===== config.mk =====
export PLATFORM = sky130hd
export DESIGN_NAME = uart_rx_flat
export DESIGN_NICKNAME = d
export VERILOG_FILES = /design/src/rtl/uart_rx_if.sv /design/src/rtl/uart_rx.sv /design/src/flat_wrapper.sv
export SDC_FILE = /design/constraint.sdc
export NUM_CORES = 1
export LEC_CHECK = 0
export CAP_MARGIN = 20
export CORE_MARGIN = 2
export CORE_UTILIZATION = 50
export CTS_CLUSTER_DIAMETER = 60
export DETAILED_ROUTE_END_ITERATION = 10
export HOLD_SLACK_MARGIN = 0.03
export PLACE_DENSITY = 0.7
export SYNTH_ARGS = -nofsm -noshare
export SYNTH_HDL_FRONTEND = slang
export SYNTH_SLANG_ARGS = --single-unit
export TNS_END_PERCENT = 20

===== constraint.sdc =====
create_clock -name clk -period 2.6 [get_ports clk]
set_input_delay 0.26 -clock clk [delete_from_list [all_inputs] [get_ports clk]]
set_output_delay 0.26 -clock clk [all_outputs]
set_load 0.02 [all_outputs]

===== src/rtl/uart_rx_if.sv =====
// uart_rx_if: serial line, consumer handshake and status of the 8N1 receiver
interface uart_rx_if;
  logic       rxd;
  logic       read;
  logic [7:0] data;
  logic       valid;
  logic       framing_err;
  logic       overrun;
  logic       busy;
  modport master (output rxd, read, input data, valid, framing_err, overrun, busy);
  modport slave (input rxd, read, output data, valid, framing_err, overrun, busy);
endinterface


===== src/rtl/uart_rx.sv =====
// uart_rx: 8N1 receiver with mid-bit sampling, holding register and framing/overrun flags
module uart_rx #(
  parameter int CLKS_PER_BIT = 10417
) (
  input logic      clk,
  input logic      reset,
  uart_rx_if.slave bus
);
  localparam int CW = $clog2(CLKS_PER_BIT);
  localparam logic [CW-1:0] HALF = CW'(CLKS_PER_BIT / 2 - 1);
  localparam logic [CW-1:0] FULL = CW'(CLKS_PER_BIT - 1);
  typedef enum logic [2:0] {IDLE, START, DATA, STOP, BREAK} state_t;
  state_t state_q, state_d;
  logic [1:0] sync_q;
  logic [CW-1:0] cnt_q, cnt_d;
  logic [2:0] idx_q, idx_d;
  logic [7:0] shift_q, shift_d, data_q, data_d;
  logic valid_q, valid_d, ferr_q, ferr_d, ovr_q, ovr_d;
  logic rxd_s;
  assign rxd_s = sync_q[1];
  always_ff @(posedge clk) begin
    if (reset) begin
      sync_q  <= 2'b11;
      state_q <= IDLE;
      cnt_q   <= '0;
      idx_q   <= '0;
      shift_q <= '0;
      data_q  <= '0;
      valid_q <= 1'b0;
      ferr_q  <= 1'b0;
      ovr_q   <= 1'b0;
    end else begin
      sync_q  <= {sync_q[0], bus.rxd};
      state_q <= state_d;
      cnt_q   <= cnt_d;
      idx_q   <= idx_d;
      shift_q <= shift_d;
      data_q  <= data_d;
      valid_q <= valid_d;
      ferr_q  <= ferr_d;
      ovr_q   <= ovr_d;
    end
  end
  always_comb begin
    state_d = state_q;
    cnt_d   = cnt_q + 1'b1;
    idx_d   = idx_q;
    shift_d = shift_q;
    data_d  = data_q;
    valid_d = valid_q & ~bus.read;
    ferr_d  = 1'b0;
    ovr_d   = 1'b0;
    case (state_q)
      IDLE: begin
        cnt_d   = '0;
        state_d = rxd_s ? IDLE : START;
      end
      START: if (cnt_q == HALF) begin
        cnt_d   = '0;
        idx_d   = '0;
        state_d = rxd_s ? IDLE : DATA;
      end
      DATA: if (cnt_q == FULL) begin
        cnt_d          = '0;
        shift_d[idx_q] = rxd_s;
        idx_d          = idx_q + 3'd1;
        state_d        = (idx_q == 3'd7) ? STOP : DATA;
      end
      STOP: if (cnt_q == FULL) begin
        cnt_d   = '0;
        state_d = rxd_s ? IDLE : BREAK;
        ferr_d  = ~rxd_s;
        data_d  = rxd_s ? shift_q : data_q;
        valid_d = rxd_s | valid_d;
        // a load coinciding with read consumes the old byte, so no overrun
        ovr_d   = rxd_s & valid_q & ~bus.read;
      end
      BREAK: begin
        cnt_d   = '0;
        state_d = rxd_s ? IDLE : BREAK;
      end
      default: state_d = IDLE;
    endcase
  end
  assign bus.data        = data_q;
  assign bus.valid       = valid_q;
  assign bus.framing_err = ferr_q;
  assign bus.overrun     = ovr_q;
  assign bus.busy        = (state_q != IDLE);
endmodule


===== src/flat_wrapper.sv =====
// flat-port wrapper written by rule: the top's interface ports become plain ports
module uart_rx_flat 
#(
  parameter int CLKS_PER_BIT = 10417
)
  (clk, reset, bus_rxd, bus_read, bus_data, bus_valid, bus_framing_err, bus_overrun, bus_busy);
  uart_rx_if bus_i ();
  input logic clk;
  input logic reset;
  input wire logic [$bits(bus_i.rxd)-1:0] bus_rxd;
  input wire logic [$bits(bus_i.read)-1:0] bus_read;
  output wire logic [$bits(bus_i.data)-1:0] bus_data;
  output wire logic [$bits(bus_i.valid)-1:0] bus_valid;
  output wire logic [$bits(bus_i.framing_err)-1:0] bus_framing_err;
  output wire logic [$bits(bus_i.overrun)-1:0] bus_overrun;
  output wire logic [$bits(bus_i.busy)-1:0] bus_busy;
  assign bus_i.rxd = bus_rxd;
  assign bus_i.read = bus_read;
  assign bus_data = bus_i.data;
  assign bus_valid = bus_i.valid;
  assign bus_framing_err = bus_i.framing_err;
  assign bus_overrun = bus_i.overrun;
  assign bus_busy = bus_i.busy;
  uart_rx #(.CLKS_PER_BIT(CLKS_PER_BIT)) u_core (.clk(clk), .reset(reset), .bus(bus_i));
endmodule

* Word level (Yosys, flattened, before mapping)
Index checks and enable logic that the tools add are counted.
** Word-level totals
- Logic and storage cells :: 61
- Register bits :: 41
- Bits of input ports :: 4
** Operators by class
- Reduce and logical (&&, ||, !) cells :: 11
- $add $sub $neg :: 2
- Bitwise operators :: 8
- Equality and inequality tests :: 10
- Order comparisons :: 2
- Muxes and demuxes :: 19
** Operators with widths (count)
- 14-bit case mux with 3 select lines :: 1
- 14-bit two-way mux :: 2
- 3-bit two-way mux :: 6
- 3-bit case mux with 5 select lines :: 1
- 14-bit by 1-bit adder with 14-bit output, second input constant :: 1
- 14-bit by 13-bit == test with 1-bit output, second input constant :: 1
- 14-bit == test, second input constant :: 1
- 3-bit AND reduction :: 3
- 8-bit bitwise mux :: 1
- 3-bit by 2-bit == test with 1-bit output, second input constant :: 2
- 3-bit == test, second input constant :: 2
- 2-bit by 1-bit inequality test with 1-bit output, second input constant :: 3
- 3-bit case mux with 2 select lines :: 1
- 1-bit two-way mux :: 5
- 3-bit by 4-bit < comparator with 1-bit output, second input constant :: 1
- 1-bit NOT :: 4
- 2-bit OR reduction :: 2
- 3-bit by 1-bit adder with 3-bit output, second input constant :: 1
- 1-bit AND :: 3
- 1-bit demux with 3-bit select :: 1
- 3-bit by 1-bit == test with 1-bit output, second input constant :: 1
- 3-bit by 1-bit greater-or-equal comparator with 1-bit output, second input constant :: 1
- 3-bit logical NOT :: 1
- 3-bit nonzero test :: 1
- other kinds (6) :: 6

* Logic depth before layout (Yosys ltp)
Gate-level depths: netlist of run 1.
- Word-level depth :: 5
- Mapped depth :: 7
- Depth with buffers taken out :: 6

* Worst setup path before layout of run 1
OpenSTA, ideal clock, no wires.
- Path type :: register to register
- From :: register u_core.cnt_q[0]
- To :: register u_core.cnt_q[3]
- Path slack :: 0.628 ns
- Arrival time :: 1.847 ns
- Cell stages (with the launch flop) :: 8
- Path through :: dfxtp_1 > inv_1 > ha_1 > or3b_2 > or4_4 > o21ai_2 > buf_2 > a21oi_1
** On the way
- Cells in the longest elaborated chain, start to end :: 3
- Elaborated cells between the ends (all ways) :: 6
** RTL lines
- from (decl) :: RTL line uart_rx.sv:15 : logic [CW-1:0] cnt_q, cnt_d;
- from (signal assigned) :: RTL line uart_rx.sv:35 : cnt_q <= cnt_d;
- 14-bit by 1-bit adder with 14-bit output, or another cell as far along :: RTL line uart_rx.sv:46 : cnt_d = cnt_q + 1'b1;
- 14-bit two-way mux (on tied branches) :: RTL line uart_rx.sv:63, uart_rx.sv:69, uart_rx.sv:58
- 14-bit case mux with 3 select lines * :: RTL line uart_rx.sv:53 : case (state_q)
Every way passes the cells marked *; elsewhere a longest branch is shown, timed or not.
A chain may end at the register's enable or synchronous reset.

* Final worst setup path of run 1
- From :: register u_core.cnt_q[0]
- To :: register u_core.cnt_q[1]
Same word-level chain as after synthesis.

==> results of run 1 <==
[logic make-up (layout without fill, tap and decap cells)]
group / after synthesis / count (layout)
AO/OA/AOI/OAI: 58 / 58
XOR/XNOR: 12 / 12
adder cells (fa/ha/maj): 4 / 4
buffers and inverters: 21 / 36
flip-flops: 41 / 41
AND/OR/NAND/NOR: 86 / 86
[worst paths after layout]
path	cells past startpoint	slack, ns	endpoint	startpoint
max	7	0.39	u_core.cnt_q[1]	u_core.cnt_q[0]
min	1	0.41	u_core.sync_q[1]	u_core.sync_q[0]
max reg2reg	7	0.39	u_core.cnt_q[1]	u_core.cnt_q[0]
min reg2reg	1	0.41	u_core.sync_q[1]	u_core.sync_q[0]
[routing by layer]
metal | wire length (um) | part of all wire, %
met1 | 1850 | 47
met2 | 1860 | 48
met3 | 128 | 3.3
met4 | 72 | 1.8
met5 | 0 | 0
[power by group]
group	total [mW]	switching [mW]	internal (mW)
Sequential	0.638	0.00768	0.631
Combinational	0.0360	0.0189	0.0171
Clock	0.598	0.217	0.381
[final cells by class]
type	count	share of cell area, %
clock buffers	5	3.05
flip-flops and latches	41	36.3
multi-input cells	160	45.3
repair buffers	21	8.64
inverters	7	1.16
well taps	48	2.66
clock inverters	3	2.88
[state kept, by name (all words and copies together), names as in the netlist]
register / count
u_core.bus.data: 8
u_core.bus.framing_err: 1
u_core.bus.overrun: 1
u_core.bus.valid: 1
u_core.cnt_q: 14
u_core.idx_q: 3
u_core.shift_q: 8
u_core.state_q: 3
u_core.sync_q: 2
[Yosys cell counts (3+ instances only)]
master / instances
nand4_1: 11
nand2_1: 9
clkbuf_1: 10
a21oi_1: 33
nand2b_1: 8
nor2_1: 7
ha_1: 4
o31ai_1: 6
dfxtp_1: 41
or2_2: 3
nand3_1: 16
o21ai_0: 10
nor3_1: 6
nor4_1: 3
xnor2_1: 9
xor2_1: 3
inv_1: 7
[layout by cell type, fill, tap and decap left out, types with 2 or more instances in the layout]
cell type / n
nor2_1: 7
or4_4: 2
and2_1: 2
clkdlybuf4s50_1: 15
nand4_1: 11
o21ai_0: 10
nor4b_1: 2
or3_1: 2
or4bb_1: 2
buf_4: 6
inv_1: 7
nor3_1: 6
ha_1: 4
nand2_1: 9
or3b_2: 2
dfxtp_1: 41
nor2b_1: 2
o31ai_1: 6
a21oi_1: 33
nor4_1: 2
nand2b_1: 8
xnor2_1: 9
and3_1: 2
or2_2: 3
clkbuf_8: 5
o32ai_1: 2
xor2_1: 3
bufinv_16: 2
nand3_1: 16
==> flow_summary.ini, run 1 <==
[grt]
met1_usage_pct = 24.7
top_usage_layer = met2
grt_pass1_wl_um = 6640
grt-ovfl-total = 0
use_met3_pct = 5.62
antenna_found_initial = 0
use_met2_pct = 32.0
grtUsageTotal_pct = 19.9
grt_pass1_vias = 1484
grt_max_degree = 25

[cts]
cts_hold_buf = 0
clock-root-buffer = clkbuf_8
cts_num_sinks = 41
cts.clk_slew.worst_paths_ns = 0.07
cts_max_path_buffers = 2
clock_latency_ns = 0.29
post_cts_resize_count = 0
cts_tree = done
postCtsSetupRepairBufs = 0
h-tree-depth = 2
numCtsBuffers = 5

[synth]
synth_nets = 230
synth_area_mm2 = 0.00193
synth_top_family_by_area = simple AND/OR/NAND/NOR gates
synth.area.mux_share_pct = 0
post-synth-top-area-cell = dfxtp_1
synth_seq_cells = 41
ys_async_sr_fraction_pct = 0
yosys.area_share.simple_pct = 27.1
synth.distinct_cells = 43
yosysWarnings = 0
synth.area.top_cells = dfxtp_1 43%, a21oi_1 8.6%, nand3_1 4.1%
synth-main-ff-cell = dfxtp_1
synth_edf_count = 0
syn_area_per_cell_um2 = 8.70
synth_compound_area_share_pct = 17.6
netlist.area_leader.share_pct = 42.5
synthAdderAreaFrac_pct = 2.59
synth_xor_xnor_area_share_pct = 5.44
syn-instance-count = 222
seq_area_frac_synth_pct = 42.5

[placement]
io_buffers = 15
dp_slack_ns = 0.402
globalplace.congestion = 0.806
dpl.hpwl_um = 2620
place_inst = 277
place_area_mm2 = 0.00213

[finish]
multi_input_area_mm2 = 0.00102
nFillCells = 330
stdcell_count = 285
regArea_um2 = 821
areaGrowthSynthToFinish_pct = 17.0
final_net_count = 244
antenna_cells = 0
final_cell_area_mm2 = 0.00226
fin_util_pct = 61.3
layout-drive-gt1-share_pct = 11.0

[die]
die_h_um = 66.1
rows = 22
fp.dieW_um = 66.1
initial_core_util_pct = 52.3
coreArea_mm2 = 0.00369
dieArea_mm2 = 0.00437
io-pin-count = 16

[timing]
setup_viol = 0
finalCritPeriodShare_pct = 84.9
finalSetupTns_ns = 0
fmax_mhz = 453
hold_viol = 0
period_minus_slack_ns = 2.21
rsz0062_at_grt = false
whs_ns = 0.412
skew_ns = 0.00395
fin_ws_ns = 0.392
drv_slew = 0
slew_headroom_pct = 51.3
worst_pin_slew_ns = 0.721

[detailed_routing]
routed_wl_um = 3920
drc = 0
via_per_inst = 5.66
first_pass_iters = 4
wire_per_inst_um = 13.7
routed-via-count = 1613
drtIter0Drc = 107
antenna_left = 0

[worst_setup_path]
crit_type = flip-flop to flip-flop
crit_path_start_kind = flip-flop
cpPeakStageDelay_ns = 0.57
crit_path_top_delay_cell = or4_4
crit_chain = inv_1 > ha_1 > or3b_2 > or4_4 > o21ai_2 > buf_4 > a21boi_0
crit_family = simple AND/OR/NAND/NOR gates
cp_num_buf_inv = 2
cp.required_ns = 2.77
arrival_ns = 2.38
critPathMaxFanout = 21
worstSetupEndpointType = flip-flop

[power]
power.density_mw_per_mm2 = 563
vdd_ir_drop_max_mv = 0.288
p_leak_nw = 0.708
power.total_mw = 1.27

[worst_hold_path]
min_path_type = flip-flop to flip-flop

[outcome]
status = finished clean

[job]
cap_viol_max_count = 0
Power figures use the tool's default switching activity.
==> inputs of run 2 (changes only) <==
--- a/config.mk
+++ b/config.mk
@@ -11,7 +11,7 @@
 export CTS_CLUSTER_DIAMETER = 60
 export DETAILED_ROUTE_END_ITERATION = 10
 export HOLD_SLACK_MARGIN = 0.03
-export PLACE_DENSITY = 0.7
+export PLACE_DENSITY = 0.73
 export SYNTH_ARGS = -nofsm -noshare
 export SYNTH_HDL_FRONTEND = slang
 export SYNTH_SLANG_ARGS = --single-unit
==> constraint.sdc (replaced) <==
create_clock -name clk -period 1.9 [get_ports clk]
set_input_delay 0.19 -clock clk [delete_from_list [all_inputs] [get_ports clk]]
set_output_delay 0.19 -clock clk [all_outputs]
set_load 0.02 [all_outputs]
==> run 2 against run 1 <==
  * The flow now finishes with violations (setup timing)
  * Count of clock-buffer cells in the layout increased by 2
  * Via count increased by 7.5%
  * Sequential cell count unchanged
  * Critical path type unchanged
  * Critical endpoint is now u_core.state_q[0]
  * Largest cell class unchanged
==> flow_summary.ini, run 2 (synthesized netlist as in run 1, its figures left out) <==
[outcome]
status = finished, violations left
violations = setup timing

[worst_setup_path]
worstSetupEndpointType = flip-flop
cpPeakStageDelay_ns = 0.53
cp.required_ns = 2.13
startpoint = u_core.cnt_q[0]
cp_num_buf_inv = 2
crit_family = simple AND/OR/NAND/NOR gates
arrival_ns = 2.18
crit_type = flip-flop to flip-flop
crit_path_top_delay_cell = or4_4
crit_chain = inv_2 > ha_1 > or3b_4 > or4_4 > buf_6 > a211o_1 > nand3_1
critPathMaxFanout = 4
reg2reg_from = u_core.cnt_q[0]
crit_path_start_kind = flip-flop

[job]
cap_viol_max_count = 0

[timing]
setup_viol = 18
worst_pin_slew_ns = 0.447
fin_ws_ns = -0.0528
hold_viol = 0
finalCritPeriodShare_pct = 103
period_minus_slack_ns = 1.95
whs_ns = 0.417
skew_ns = 0.00461
drv_slew = 0
slew_headroom_pct = 70.2
rsz0062_at_grt = true
fmax_mhz = 512

[cts]
cts.clk_slew.worst_paths_ns = 0.07
h-tree-depth = 2
clock-root-buffer = clkbuf_8
cts_max_path_buffers = 2
cts_hold_buf = 0
numCtsBuffers = 5
cts_tree = done
cts_num_sinks = 41
clock_latency_ns = 0.29
postCtsSetupRepairBufs = 0

[finish]
regMostFlops = u_core.cnt_q
mostFrequentLayoutCell = dfxtp_1
largest_register_ffs = 14
areaGrowthSynthToFinish_pct = 28.8
fin_util_pct = 67.4
final_cell_area_mm2 = 0.00249
layout_common_cells = 39 x dfxtp_1, 33 x a21oi_1, 23 x buf_4
final_net_count = 265
layout-drive-gt1-share_pct = 21.7
antenna_cells = 0

[grt]
grt-ovfl-total = 0
grtUsageTotal_pct = 20.9
grt_pass1_wl_um = 7040
grt_pass1_vias = 1584
grt_max_degree = 24
antenna_found_initial = 0

[die]
io-pin-count = 16
die_h_um = 66.1
rows = 22
coreArea_mm2 = 0.00369
initial_core_util_pct = 52.3
dieArea_mm2 = 0.00437
fp.dieW_um = 66.1

[detailed_routing]
drtIter0Drc = 92
routed-via-count = 1734
wire_per_inst_um = 13.4
routed_wl_um = 4110
via_per_inst = 5.67
drc = 0
antenna_left = 0
first_pass_iters = 5

[power]
p_leak_nw = 0.831
power.total_mw = 1.56
vdd_ir_drop_max_mv = 0.328
power.density_mw_per_mm2 = 627

[placement]
place_area_mm2 = 0.00232
globalplace.congestion = 0.820
dpl.hpwl_um = 2820
io_buffers = 15
dp_slack_ns = -0.0980

[worst_hold_path]
min_path_type = flip-flop to flip-flop
min_from = u_core.sync_q[0]
[run 2: cell count changes in the layout (fill, tap and decap cells not counted), sizes merged]
cell    change
buf        +21
clkbuf      +2
bufinv      -2
[run 2: worst paths after layout]
kind                             to  slack, ns  cells past startpoint
hold / removal     u_core.sync_q[1]       0.42                      1
hold reg to reg    u_core.sync_q[1]       0.42                      1
setup reg to reg  u_core.state_q[0]      -0.05                      7
setup / recovery  u_core.state_q[0]      -0.05                      7
[run 2: what timing repair did]
action / CTS / global route
gates resized for setup: 5 / 14
setup endpoints to repair: 35 / 38
pin swaps: 3 / 0
[run 2: final cells by class]
| class | count | area [um^2] |
|---|---|---|
| fill | 316 | 1200 |
| inverter | 7 | 26.3 |
| clock buffer | 7 | 96.3 |
| timing repair buffer | 42 | 394 |
| multi-input combinational | 160 | 1080 |
| tap | 48 | 60.1 |
| sequential | 41 | 823 |
| clock inverter | 1 | 5.00 |
[run 2: metrics by stage]
step,instances,TNS [ns]
floorplan,222,-0.0261
global placement,298,-0.312
detailed placement,298,-1.12
CTS,306,-0.701
global route,306,-3.05
finish,306,-0.470
[run 2: power breakdown]
part,leakage (nW),switching (mW),total (mW),internal [mW]
combinational,0.445,0.0310,0.0607,0.0297
sequential,0.332,0.00906,0.872,0.863
clock,0.0542,0.297,0.625,0.328
[run 2: metal layers]
metal  track usage [%]  vias up  part of all wire [%]
met4              7.91        0                  0.66
met2              34.3       42                    47
li1                  -      879                     -
met1              26.1      811                    49
met5                 0        -                     0
met3              5.45        2                   3.7
==> inputs of run 3 (changes only) <==
--- a/config.mk
+++ b/config.mk
@@ -12,6 +12,7 @@
 export DETAILED_ROUTE_END_ITERATION = 10
 export HOLD_SLACK_MARGIN = 0.03
 export PLACE_DENSITY = 0.73
+export SLEW_MARGIN = 25
 export SYNTH_ARGS = -nofsm -noshare
 export SYNTH_HDL_FRONTEND = slang
 export SYNTH_SLANG_ARGS = --single-unit
==> results of run 3 <==
The final DEF is identical to that of run 2; final timing and power are the same.
